`src/rtl/fetch_queue_pkg.sv`:
```
// Shared constants and the stored entry type for the IF-to-ID fetch queue.
package fetch_queue_pkg;

  localparam int          FQ_DEPTH     = 4;
  localparam logic [31:0] FQ_NOP_INSTR = 32'h0000_0000;  // sll $0,$0,0

  typedef struct packed {
    logic [31:0] pc;
    logic [31:0] instr;
  } fq_entry_t;

endpackage

```
`src/rtl/fetch_queue_if.sv`:
```
// Fetch-queue handshake: the IF/ID side drives as master, the queue is the slave.
interface fetch_queue_if
  import fetch_queue_pkg::*;
#(
  parameter int PTR_W = $clog2(FQ_DEPTH)
);

  logic             in_valid;
  logic [31:0]      in_pc;
  logic [31:0]      in_instr;
  logic             full;
  logic             almost_full;
  logic             flush;
  logic             out_ready;
  logic             out_valid;
  logic [31:0]      out_pc;
  logic [31:0]      out_instr;
  logic [PTR_W:0]   count;

  modport master (
    output in_valid, in_pc, in_instr, flush, out_ready,
    input  full, almost_full, out_valid, out_pc, out_instr, count
  );

  modport slave (
    input  in_valid, in_pc, in_instr, flush, out_ready,
    output full, almost_full, out_valid, out_pc, out_instr, count
  );

endinterface

```
`src/rtl/fetch_queue.sv`:
```
// Circular {PC, instruction} buffer between IF and ID; full stalls IF, flush
// discards every queued instruction on a redirect.
module fetch_queue
  import fetch_queue_pkg::*;
#(
  parameter int          DEPTH     = FQ_DEPTH,
  parameter int          PTR_W     = $clog2(DEPTH),
  parameter logic [31:0] NOP_INSTR = FQ_NOP_INSTR
) (
  input  logic          clk,
  input  logic          reset,
  fetch_queue_if.slave  bus
);

  localparam logic [PTR_W:0]   FULL_CNT = (PTR_W+1)'(DEPTH);
  localparam logic [PTR_W:0]   AF_CNT   = (PTR_W+1)'(DEPTH - 1);
  localparam logic [PTR_W:0]   CNT_ONE  = (PTR_W+1)'(1);
  localparam logic [PTR_W-1:0] PTR_ONE  = (PTR_W)'(1);

  fq_entry_t        mem [DEPTH];
  logic [PTR_W-1:0] wr_ptr;
  logic [PTR_W-1:0] rd_ptr;
  logic [PTR_W:0]   cnt;

  logic      push;
  logic      pop;
  logic      empty;
  fq_entry_t head;

  // full comes from registered cnt only, so ID readiness never reaches the IF stall.
  assign empty = (cnt == '0);
  assign push  = bus.in_valid && (cnt != FULL_CNT);
  assign pop   = bus.out_ready && !empty;
  assign head  = mem[rd_ptr];

  always_ff @(posedge clk or negedge reset) begin
    // NOTE: non-blocking assignments keep every register sampling pre-edge values,
    // so pointer and count updates in this block never see each other's new value.
    if (!reset) begin
      wr_ptr <= '0;
      rd_ptr <= '0;
      cnt    <= '0;
      // NOTE: the storage is cleared on reset so a released queue can never expose
      // stale words; this forces flops rather than a RAM macro, fine at this depth.
      for (int i = 0; i < DEPTH; i++) mem[i] <= '0;
    end else if (bus.flush) begin
      wr_ptr <= '0;
      rd_ptr <= '0;
      cnt    <= '0;
    end else begin
      if (push) begin
        mem[wr_ptr] <= '{pc: bus.in_pc, instr: bus.in_instr};
        wr_ptr      <= wr_ptr + PTR_ONE;
      end
      if (pop) rd_ptr <= rd_ptr + PTR_ONE;
      unique case ({push, pop})
        2'b10:   cnt <= cnt + CNT_ONE;
        2'b01:   cnt <= cnt - CNT_ONE;
        default: cnt <= cnt;
      endcase
    end
  end

  assign bus.full        = (cnt == FULL_CNT);
  assign bus.almost_full = (cnt >= AF_CNT);
  assign bus.count       = cnt;
  assign bus.out_valid   = !empty;
  assign bus.out_pc      = empty ? 32'h0 : head.pc;
  assign bus.out_instr   = empty ? NOP_INSTR : head.instr;

endmodule
```
`src/flat_wrapper.sv`:
```
// flat-port wrapper written by rule: the top's interface ports become plain ports
module fetch_queue_flat import fetch_queue_pkg::*;
#(
  parameter int          DEPTH     = FQ_DEPTH,
  parameter int          PTR_W     = $clog2(DEPTH),
  parameter logic [31:0] NOP_INSTR = FQ_NOP_INSTR
)
  (clk, reset, bus_in_valid, bus_in_pc, bus_in_instr, bus_flush, bus_out_ready, bus_full, bus_almost_full, bus_out_valid, bus_out_pc, bus_out_instr, bus_count);
  fetch_queue_if #(.PTR_W(PTR_W)) bus_i ();
  input  logic clk;
  input  logic reset;
  input wire logic [$bits(bus_i.in_valid)-1:0] bus_in_valid;
  input wire logic [$bits(bus_i.in_pc)-1:0] bus_in_pc;
  input wire logic [$bits(bus_i.in_instr)-1:0] bus_in_instr;
  input wire logic [$bits(bus_i.flush)-1:0] bus_flush;
  input wire logic [$bits(bus_i.out_ready)-1:0] bus_out_ready;
  output wire logic [$bits(bus_i.full)-1:0] bus_full;
  output wire logic [$bits(bus_i.almost_full)-1:0] bus_almost_full;
  output wire logic [$bits(bus_i.out_valid)-1:0] bus_out_valid;
  output wire logic [$bits(bus_i.out_pc)-1:0] bus_out_pc;
  output wire logic [$bits(bus_i.out_instr)-1:0] bus_out_instr;
  output wire logic [$bits(bus_i.count)-1:0] bus_count;
  assign bus_i.in_valid = bus_in_valid;
  assign bus_i.in_pc = bus_in_pc;
  assign bus_i.in_instr = bus_in_instr;
  assign bus_i.flush = bus_flush;
  assign bus_i.out_ready = bus_out_ready;
  assign bus_full = bus_i.full;
  assign bus_almost_full = bus_i.almost_full;
  assign bus_out_valid = bus_i.out_valid;
  assign bus_out_pc = bus_i.out_pc;
  assign bus_out_instr = bus_i.out_instr;
  assign bus_count = bus_i.count;
  fetch_queue #(.DEPTH(DEPTH), .PTR_W(PTR_W), .NOP_INSTR(NOP_INSTR)) u_core (.clk(clk), .reset(reset), .bus(bus_i));
endmodule
```
`config.mk`:
```
export PLATFORM = sky130hd
export DESIGN_NAME = fetch_queue_flat
export DESIGN_NICKNAME = d
export VERILOG_FILES = /design/src/rtl/fetch_queue_pkg.sv /design/src/rtl/fetch_queue_if.sv /design/src/rtl/fetch_queue.sv /design/src/flat_wrapper.sv
export SDC_FILE = /design/constraint.sdc
export NUM_CORES = 1
export LEC_CHECK = 0
export ABC_AREA = 1
export CORE_MARGIN = 5
export CORE_UTILIZATION = 25
export DETAILED_ROUTE_END_ITERATION = 8
export DONT_BUFFER_PORTS = 1
export PLACE_DENSITY = 0.45
export SYNTH_ARGS = -nofsm -noshare
export SYNTH_HDL_FRONTEND = slang
export SYNTH_SLANG_ARGS = --single-unit
export TNS_END_PERCENT = 10
```
`constraint.sdc`:
```
create_clock -name clk -period 2.1 [get_ports clk]
set_input_delay 0.315 -clock clk [delete_from_list [all_inputs] [get_ports clk]]
set_output_delay 0.315 -clock clk [all_outputs]
set_load 0.005 [all_outputs]
```
Word-level counts from Yosys, hierarchy flattened
Index checks and enable logic that the tools add are counted.
Word-level totals
  flip-flop bits (word level): 263
  bits of input ports: 69
  output and inout port bits: 70
Cells by class
  add/sub/neg operators: 4
  $lt $le $gt $ge: 4
  eq/ne operators: 4
  muxes and demuxes: 14
  bitwise logic cells: 3
  reductions and logical operators: 9
Operator list (number)
  bitwise mux 256 bit: 1
  two-way mux 64 bit: 3
  binary-select mux 64 bit (select 2 bit): 1
  demux 64 bit (select 2 bit): 1
  two-way mux 32 bit: 2
  two-way mux 2 bit: 4
  >= comparator 3 bit, second input constant: 2
  NOT 2 -> 3 bit: 2
  one-hot mux 3 bit (2 select lines): 1
  adder 2 x 1 -> 2 bit, second input constant: 2
  nonzero test 2 bit: 2
  adder 3 x 1 -> 3 bit, second input constant: 1
  equality test 3 bit, second input constant: 1
  >= comparator 3 x 2 -> 1 bit, second input constant: 1
  logical AND 1 bit: 3
  logical NOT 3 bit: 1
  < comparator 3 x 1 -> 1 bit, second input constant: 1
  two-way mux 3 bit: 1
  inequality test 3 bit, second input constant: 1
  nonzero test 3 bit: 1
  subtractor 3 x 1 -> 3 bit, second input constant: 1
  equality test 2 x 1 -> 1 bit, second input constant: 1
  equality test 2 bit, second input constant: 1
  AND reduction 2 bit: 1
  other kinds (2): 2

Longest topological paths before layout
  depth after elaboration: 6
  depth in mapped cells: 13
  mapped depth without buffers: 12

Worst setup path before layout
No wires, ideal clock.
  path kind: register to register
  from: register u_core.cnt[1], in the netlist u_core.bus.count[1]
  to: register u_core.cnt[2], in the netlist u_core.bus.count[2]
  library setup time: 118 ps
  data arrival time: 1852 ps
  setup slack: 130 ps
  stages on the path, launching flop included: 13
  path buffers: 0
  clock period less this slack: 1970 ps
  cell sequence: dfrtp_1 > nor2_2 > nand2_1 > nand2_1 > inv_1 > nand2_1 > inv_1 > fa_1 > xor2_1 > nand3_1 > nand2_1 > nand2_1 > nand2_1
On the way
  word-level cells in the longest chain between the ends: 6
RTL lines
  from (decl): line fetch_queue.sv:23  | logic [PTR_W:0] cnt;
  from (signal assigned): line fetch_queue.sv:57  | 2'b10: cnt <= cnt + CNT_ONE;
  from (signal assigned): line fetch_queue.sv:58  | 2'b01: cnt <= cnt - CNT_ONE;
  from (signal assigned): line fetch_queue.sv:59  | default: cnt <= cnt;
  logical NOT 3 bit *: line fetch_queue.sv:31  | assign empty = (cnt == '0);
  logical NOT 1 bit *
  via bus_out_valid: line flat_wrapper.sv:19  | output wire logic [$bits(bus_i.out_valid)-1:0] bus_out_valid;
  logical AND 1 bit *: line fetch_queue.sv:33  | assign pop = bus.out_ready && !empty;
  equality test 2 x 1 -> 1 bit / equality test 2 bit (equally long branches): line fetch_queue.sv:56  | unique case ({push, pop})
  one-hot mux 3 bit (2 select lines): line fetch_queue.sv:56
  two-way mux 3 bit: line fetch_queue.sv:46  | end else if (bus.flush) begin
The timed path passes the listed nets; every way through them passes the cells marked *.
A chain may end at the register's enable or synchronous reset.

Worst setup path after layout
  from: register u_core.rd_ptr[0]
  to: output bus_out_pc[6]
On the way
  word-level cells in the longest chain between the ends: 5
RTL lines
  from (decl): line fetch_queue.sv:22  | logic [PTR_W-1:0] rd_ptr;
  from (signal assigned): line fetch_queue.sv:55  | if (pop) rd_ptr <= rd_ptr + PTR_ONE;
  NOT 2 -> 3 bit (not written as such): line fetch_queue.sv:34  | assign head = mem[rd_ptr];
  binary-select mux 64 bit (select 2 bit): line fetch_queue.sv:34
  two-way mux 64 bit (not written as such) (2 in a row): line fetch_queue.sv:34
  two-way mux 32 bit: line fetch_queue.sv:68  | assign bus.out_pc = empty ? 32'h0 : head.pc;
  to (decl): line flat_wrapper.sv:20  | output wire logic [$bits(bus_i.out_pc)-1:0] bus_out_pc;
No other way between the ends. The select of a mux whose other input is x is not followed.

==> results.py <==
metrics = {
    "die": {
        "die_w_um": 236,
        "coreArea_sq_mm": 0.0504,
        "pin_count": 139,
        "start_util_pct": 25.3,
        "die_area_sq_mm": 0.0557,
        "rows": 82,
        "dieHeight_um": 236,
    },
    "logic_synthesis": {
        "synth_area_leaders": "dfrtp_1 (52%), o21ai_2 (11%), nand2_1 (8.0%)",
        "yosysTopAreaCellShare_pct": 51.5,
        "synthCells": 1451,
        "postSynthAreaPerCell_sq_um": 8.80,
        "yosysTopAreaCell": "dfrtp_1",
        "seq_area_frac_synth_pct": 51.5,
        "netlist_area_sq_mm": 0.0128,
        "ys_ff_latch": 263,
        "ys_warn_count": 0,
        "ys_types": 24,
        "synth_fp_nets": 1525,
    },
    "clock_network": {
        "clockBufferDepth": 3,
        "cts_tree": "yes",
        "path_clk_slew_ns": 0.06,
        "insertion_delay_ns": 0.53,
        "cts_buffers": 34,
        "ctsRootBufferMaster": "clkbuf_16",
        "htree_levels": 2,
        "hold_buffers": 30,
        "cts_sinks": 263,
    },
    "route": {
        "drc": 0,
        "avgViaCountPerCell": 4.46,
        "drtAntennaViolNets": 0,
        "drtIter0Drc": 627,
        "via_count": 9721,
        "wl_per_cell_um": 17.7,
        "wl_um": 38500,
        "drt_pass1_iterations": 6,
    },
    "place": {
        "numPortBuffers": 0,
        "gp_congestion": 0.714,
        "dp_hpwl_um": 19700,
    },
    "pwr": {
        "power.density_mw_per_mm2": 1510,
        "vdd_drop_max_mv": 0.685,
        "p_leak_nw": 7.09,
        "p_total_mw": 23.7,
    },
    "setup_path": {
        "cp_max_fo": 6,
        "max_stage_delay_ns": 0.55,
        "crit_path_frequent_cell": "clkbuf_16",
        "critPathTopFamily": "flip-flops",
        "crit_type": "reg2out",
        "worst_path_max_delay_cell": "dfrtp_4",
        "critPathLaunch": "u_core.rd_ptr[0]",
        "rr_startpoint": "u_core.bus.count[1]",
        "cp.buffers_inverters": 4,
        "end_kind": "output port",
        "r2r_end": "u_core.bus.count[2]",
        "arrival_ns": 1.94,
        "worst-r2r-cell-count": 12,
        "path_cells": "buf_12, clkinv_16, clkbuf_16, clkbuf_16, o21ai_0, a21oi_1",
        "setup.worst_path.start_class": "flop",
        "cp.required_ns": 1.78,
        "r2r_slack_ns": 0.12,
    },
    "grt": {
        "track_usage_pct": 12.7,
        "first_global_vias": 9467,
        "grt_start_max_net_pins": 264,
        "grt_overflow": 0,
        "grt_pass1_wl_um": 56800,
        "antenna_found_initial": 0,
    },
    "cells_and_area": {
        "syn_to_final_growth_pct": 23.0,
        "diodes": 0,
        "postLayoutCoreUtil_pct": 31.2,
        "fillers": 5310,
        "fin_nets": 1557,
        "drive_above_1_share_pct": 22.9,
    },
    "run_status": {
        "failed_checks": "hold timing, setup timing",
        "outcome": "finished, violations left",
    },
    "sta": {
        "finalCritPeriodShare_pct": 107,
        "setup_ws_ns": -0.155,
        "fin_worst_skew_ns": 0.0143,
        "report.final.slew_viol_count": 0,
        "setup_tns_ns": -4.48,
        "rsz0062_at_grt": "true",
        "holdWs_ns": -0.517,
        "hold_viol": 263,
        "finalSetupViolations": 62,
        "worst_pin_slew_ns": 0.707,
        "clock.fmax_mhz": 444,
        "period_needed_ns": 2.25,
        "slew_headroom_pct": 52.9,
    },
    "hold_path": {
        "min_path_type": "in2async",
    },
    "flow_run": {
        "max-cap-violations": 0,
    },
}
==> cells in the mapped netlist (all sizes together) <==
master	instances
buf	84
nand3	4
nand2	279
a21oi	67
nand4	3
clkbuf	21
o21ai	387
xor2	1
fa	1
inv	76
ha	4
nor2	260
xnor2	1
dfrtp	263
==> power by group <==
group | internal [mW] | switching, mW | total, mW
logic | 3.96 | 5.24 | 9.20
clock network | 3.70 | 2.32 | 6.02
registers | 7.27 | 1.18 | 8.45
==> cells by family after synthesis <==
kind of cell	after synthesis	synth area share (%)
compound gates	454	22.4
fa+ha+maj	5	0.549
simple gates	546	16.6
buf+inv	181	8.81
flops	263	51.5
xor+xnor	2	0.137
==> area by class of cell <==
class                      count  area (sq um)  share of cell area (%)
sequential                   263          6590                    41.9
multi-input combinational   1007          5290                    33.7
timing repair buffer         100          1480                    9.45
clock buffer                  50          1040                    6.65
tap                          672           841                    5.35
inverter                      76           327                    2.08
clock inverter                11           115                   0.733
timing repair inverter         1          16.3                   0.104
==> layer usage <==
metal,track usage (%),share of wire [%]
met1,17.4,47
met2,20.3,46
met3,3.18,5.4
met4,3.38,1.5
met5,0,0
==> layout by cell type (no fill, tap or decap), drive strengths merged, types with 2 or more instances in the layout <==
cell type    Yosys  layout
a21oi           67      67
buf             84      58
bufinv           0       2
clkbuf          21      61
clkinv           0      11
dfrtp          263     263
dlygate4sd3      0      30
ha               4       4
inv             76      74
nand2          279     279
nand3            4       4
nand4            3       3
nor2           260     260
o21ai          387     387
==> worst max path at each step <==
stage | slack (ns) | depth (start not counted) | end
6_report | -0.15 | 6 | bus_out_pc[6]
2_1_floorplan | 0.13 | 12 | u_core.bus.count[2]
5_1_grt | -0.24 | 8 | bus_out_pc[4]
4_1_cts | -0.17 | 6 | bus_out_pc[9]
3_5_place_dp | 0.13 | 12 | u_core.bus.count[2]
3_3_place_gp | 0.14 | 12 | u_core.bus.count[2]
==> per-stage QoR <==
stage          cell area [sq um]  worst slack, ns  instances
2_1_floorplan              12800            0.130       1451
3_3_place_gp               13200            0.143       2052
3_5_place_dp               13200            0.134       2052
4_1_cts                    15100           -0.168       2159
5_1_grt                    15700           -0.243       2180
6_report                   15700           -0.155       2180
==> repair_timing <==
item,in CTS,in global routing
resized for setup,34,124
endpoints found under the setup margin,64,65
endpoints found under the hold margin,337,263
setup buffers,10,7
gates cloned,6,16
pin swaps,11,44
==> sequential cells by signal, indices dropped and copies added (netlist names) <==
signal,flops
u_core.wr_ptr,2
u_core.rd_ptr,2
u_core.bus.count,3
u_core.mem,256
Note: power is estimated with default switching activity, not from simulation.
